$ cat src/rtl/mem_arbiter.sv
// mem_arbiter: shares one single-port memory between instruction fetch and data access.
// Data has priority, but a burst counter lets a waiting fetch through after MAX_DATA_BURST data grants.
module mem_arbiter #(
  parameter int ADDR_W         = 5,
  parameter int DATA_W         = 32,
  parameter int MAX_DATA_BURST = 3
) (
  input  logic              clk,
  input  logic              rst_n,
  input  logic              if_req,
  input  logic [ADDR_W-1:0] if_addr,
  output logic              if_ack,
  input  logic              d_req,
  input  logic              d_we,
  input  logic [ADDR_W-1:0] d_addr,
  input  logic [DATA_W-1:0] d_wdata,
  output logic              d_ack,
  output logic [DATA_W-1:0] rdata,
  output logic              mem_read,
  output logic              mem_write,
  output logic [ADDR_W-1:0] mem_addr,
  output logic [DATA_W-1:0] mem_wdata,
  input  logic [DATA_W-1:0] mem_rdata,
  output logic              busy
);
  localparam int BW = $clog2(MAX_DATA_BURST + 1);
  localparam logic [BW-1:0] MAXB = BW'(MAX_DATA_BURST);
  typedef enum logic [1:0] {IDLE, ACCESS, DONE} state_t;
  state_t        state;
  logic [BW-1:0] burst_cnt;
  logic          we;
  logic          owner;
  logic          grant_d;
  assign grant_d   = d_req & (~if_req | (burst_cnt != MAXB));
  assign mem_read  = (state == ACCESS) & ~we;
  assign mem_write = (state == ACCESS) & we;
  assign busy      = state != IDLE;
  always_ff @(posedge clk or negedge rst_n) begin
    if (!rst_n) begin
      state     <= IDLE;
      burst_cnt <= '0;
      we        <= 1'b0;
      owner     <= 1'b0;
      if_ack    <= 1'b0;
      d_ack     <= 1'b0;
      rdata     <= '0;
      mem_addr  <= '0;
      mem_wdata <= '0;
    end else begin
      if_ack <= 1'b0;
      d_ack  <= 1'b0;
      case (state)
        IDLE: if (if_req | d_req) begin
          state     <= ACCESS;
          owner     <= grant_d;
          we        <= grant_d & d_we;
          mem_addr  <= grant_d ? d_addr : if_addr;
          mem_wdata <= grant_d ? d_wdata : mem_wdata;
          // only data grants that leave a fetch waiting count toward the burst
          burst_cnt <= (grant_d & if_req) ? ((burst_cnt == MAXB) ? MAXB : burst_cnt + BW'(1)) : '0;
        end
        ACCESS: begin
          state  <= DONE;
          rdata  <= we ? rdata : mem_rdata;
          if_ack <= ~owner;
          d_ack  <= owner;
        end
        default: state <= IDLE;
      endcase
    end
  end
endmodule

$ cat config.mk
export PLATFORM = sky130hd
export DESIGN_NAME = mem_arbiter
export DESIGN_NICKNAME = d
export VERILOG_FILES = /design/src/rtl/mem_arbiter.sv
export SDC_FILE = /design/constraint.sdc
export NUM_CORES = 1
export LEC_CHECK = 0
export CORE_MARGIN = 5
export CORE_UTILIZATION = 43
export CTS_CLUSTER_SIZE = 40
export DETAILED_ROUTE_END_ITERATION = 6
export PLACE_DENSITY = 0.86
export RECOVER_POWER = 50
export REMOVE_ABC_BUFFERS = 1
export SETUP_SLACK_MARGIN = 0.2
export SYNTH_ARGS = -nofsm -noshare
export SYNTH_HDL_FRONTEND = slang
export SYNTH_SLANG_ARGS = --single-unit
$ cat constraint.sdc
create_clock -name clk -period 2.5 [get_ports clk]
set_input_delay 0.5 -clock clk [delete_from_list [all_inputs] [get_ports clk]]
set_output_delay 0.5 -clock clk [all_outputs]
set_load 0.03 [all_outputs]
Word level (Yosys, flattened, before mapping). Cells that the tools add are included. Widths: inputs -> output; s select.

Output and inout bits: 74. Logic and storage cells: 36. Register bits: 77.

Equal/unequal tests: 4. Add/sub/neg operators: 1. Mux-type cells: 7. Reductions and logical operators: 5. Bitwise logic cells: 10.

Operators by type and width (number): $mux 2 (3); $and 1x1->1 (5); $mux 5 (1); $ne 2x2->1 const B (2); $pmux 2 s2 (1); $reduce_and 2->1 (2); $not 1->1 (3); $reduce_and 3->1 (1); $add 2x1->2 const B (1); $eq 2x1->1 const B (1); $eq 2x2->1 const B (1); $logic_not 2->1 (1); $mux 1 (2); $or 1x1->1 (2); $reduce_bool 2->1 (1).

Logic depth before layout (Yosys ltp). Gate-level depths: netlist of the first run.

Depth after elaboration: 5. Mapped depth: 6. Gate-level depth less buffers: 4.

Worst setup path after synthesis of the first run. Ideal clock, no wire load.

Path type: register to output. Start point: register state[1]. End point: output mem_read. Setup slack: 1005 ps. Path buffers: 1. Arrival time: 995 ps. Data required time: 2000 ps. Stages on the path, launching flop included: 4. Cell sequence: dfrtp_1 nand2b_1 nor2_4 buf_4.

Cells in the longest elaborated chain, start to end: 2.

RTL lines: start, declared (line 29) `state_t state;`; start signal, assigned (line 40) `state <= IDLE;`; start signal, assigned (line 54) `state <= ACCESS;`; start signal, assigned (line 63) `state <= DONE;`; $eq 2x1->1 (line 35) `assign mem_read = (state == ACCESS) & ~we;`; $and 1x1->1 (line 35); end, declared (line 19) `output logic mem_read,`.

No other way between the ends.

Worst setup path in the final report of the first run.
Start point: register state[0]. End point: output busy.

Cells in the longest elaborated chain, start to end: 1.

RTL lines: $reduce_bool 2->1 (line 37) `assign busy = state != IDLE;`; end, declared (line 24) `output logic busy`.

No other way between the ends.

==> metrics.csv, run 1 <==
metric,value,unit
setup_tns,0,ns
fin_crit_sh,88.2,%
setup_slack,0.295,ns
die_area,8910,um2
yosys-top-cells-count,"77 x dfrtp_1, 36 x mux2_2, 20 x mux2_4",
die_h,94.4,um
grt_overflow_total,0,
fmax,0.453,GHz
status,"complete, but fails checks",
antenna_found_initial,0,
ys_seq_area_share,62.9,%
synth_top_cell_area_share,62.9,%
leakagePower,2.10,nW
grt_first_pass_wirelength,12000,um
coreArea,6870,um2
cp-startpoint,state[0],
min_path_type,reg -> reg,
port_buffers,152,
worstPathCellList,nor2_4 > inv_1 > clkdlybuf4s50_1,
clk_pin_slew,0.08,ns
postCtsSetupRepairBufs,0,
synth_ff_type,dfrtp_1,
clockRootBuffer,clkbuf_8,
synth.largest_area_cell,dfrtp_1,
antenna_cells,0,
max_stage_delay,0.61,ns
setup-violations-final,0,
pwr_density_cell,1500,nW/um2
drt_iter0_markers,63,
cts_made_buffers,9,
postCtsResizedCells,1,
yosysUniqueCellTypes,26,
cap_violations,1,
num_vias,2194,
hpwlAfterDp,5670,um
synth.most_common_cell,dfrtp_1,
worstMarginPinSlew,1.83,ns
cts_tree,yes,
grt_usage,17.4,%
hold_viol,0,
dp_cells,439,
synthArstFlopShare,100,%
final_nets,433,
post-place-ws,0.267,ns
period_needed,2.21,ns
fin_cells,455,
synth_enable_flop_cells,0,
timing.rr.start,state[1],
grt_setup_unrepaired,false,
yosys_register_bits,77,
syn_area,3060,um2
grt_max_degree,78,
vias_per_cell,4.82,
synth_area_leaders,"dfrtp_1 63%, mux2_2 13%, mux2_4 9.8%",
violations,"max-capacitance violations, max-slew violations",
slew_headroom,-22.2,%
antenna_left,0,
start_util,44.6,%
syn_to_final_growth,59.8,%
clockBufferDepth,2,
ios,153,
crit_fanout,9,
cts_sinks,77,
ctsHoldBuffers,0,
ir_drop,0.880,mV
htree_levels,3,
globalplace.congestion,0.941,
crit_arrival,1.71,ns
drt-total-wl,7520,um
die-width,94.4,um
min-delay-start,owner,
slew_violations,78,
worstSetupPathType,reg -> out,
synth_cells,194,
critPathRequiredTime,2.00,ns
grt_pass1_vias,2356,
rows,30,
firstDrtPassIters,4,
worstSetupEndpointType,output pin,
hold_ws,0.427,ns
crit_slowest_cell,clkdlybuf4s50_1,
start_kind,flop,
finClkSkew,0.0164,ns
avgRoutedWirePerCell,16.5,um
clkLatencyLatePin,0.34,ns
synth_area_per_cell,15.8,um2
drc,0,
drive_gt1_share,21.4,%
yosys_warnings,0,
[cells by family after synthesis]
logic type,count (synthesis),share of synthesized area [%]
AOI/OAI and AO/OA,19,3.68
and+or+nand+nor,19,4.04
DFF,77,62.9
muxes,65,26.3
buffers and inverters,14,3.06
[area by class of cell]
| cell class | count | area [um2] |
|---|---|---|
| clock buffers | 9 | 124 |
| inverters | 6 | 22.5 |
| multi-input cells | 103 | 1020 |
| flip-flops and latches | 77 | 1930 |
| repair buffers | 157 | 1560 |
| clock inverters | 7 | 120 |
| fillers | 474 | 1970 |
| well taps | 96 | 120 |
[cell usage in the layout (no fill, tap or decap), types with 3 or more instances in the layout]
master           instances
clkdlybuf4s50_1        147
mux2_1                  12
inv_1                    6
mux2_2                  36
nand3_1                  6
o21ai_0                  6
nor2_1                   3
a21oi_1                  5
a31oi_1                  5
dfrtp_1                 77
mux2_4                  16
clkbuf_8                 9
bufinv_16                3
buf_4                    4
[through the flow]
stage                     cell area [um2]  util [%]  power (W)
after floorplan                      2990         -    0.00459
after global placement               4680      68.1    0.00622
after detailed placement             4680      68.1    0.00631
after CTS                            4920      71.6    0.00747
after global routing                 4890      71.3    0.00773
final                                4890      71.3    0.00734
[sequential cells by signal, summed over array words and instances (netlist names)]
register,flops
burst_cnt,2
d_ack,1
if_ack,1
mem_addr,5
mem_wdata,32
owner,1
rdata,32
state,2
we,1
[power breakdown]
part / total, W / switching, W / internal, W
clock network: 0.00113 / 0.000460 / 0.000669
logic: 0.00395 / 0.00206 / 0.00190
registers: 0.00226 / 0.000375 / 0.00189
[worst max-delay path: cells and delay by family (launching register included)]
| family | cells | cell delay (ns) |
|---|---|---|
| buffers and inverters | 2 | 0.69 |
| flip-flops | 1 | 0.43 |
| AND/OR/NAND/NOR | 1 | 0.25 |
[path summary, 6_finish.rpt]
| path | to | slack [ns] | depth (start not counted) |
|---|---|---|---|
| setup reg to reg | rdata[3] | 0.68 | 4 |
| hold / removal | if_ack | 0.43 | 1 |
| setup / recovery | busy | 0.29 | 3 |
| hold reg to reg | if_ack | 0.43 | 1 |
| max in group asynchronous | mem_wdata[17] | 0.77 | 1 |
| min in group asynchronous | rdata[29] | 0.67 | 1 |
[routing by layer]
| layer | up-vias | GRT usage (%) | share of wire (%) |
|---|---|---|---|
| li1 | 1003 | - | - |
| met2 | 128 | 26.9 | 45 |
| met1 | 1051 | 21.7 | 41 |
| met4 | 0 | 6.38 | 1.8 |
| met3 | 12 | 7.49 | 12 |
| met5 | - | 0 | 0 |
(Power assumes the default switching activity.)
==> inputs of run 2 (changes only) <==
--- a/config.mk
+++ b/config.mk
@@ -7,6 +7,7 @@
 export LEC_CHECK = 0
 export CORE_MARGIN = 5
 export CORE_UTILIZATION = 43
+export CTS_CLUSTER_DIAMETER = 150
 export CTS_CLUSTER_SIZE = 40
 export DETAILED_ROUTE_END_ITERATION = 6
 export PLACE_DENSITY = 0.86
==> results of run 2 <==
No change in the layout: final DEF, timing and power equal those of run 1.
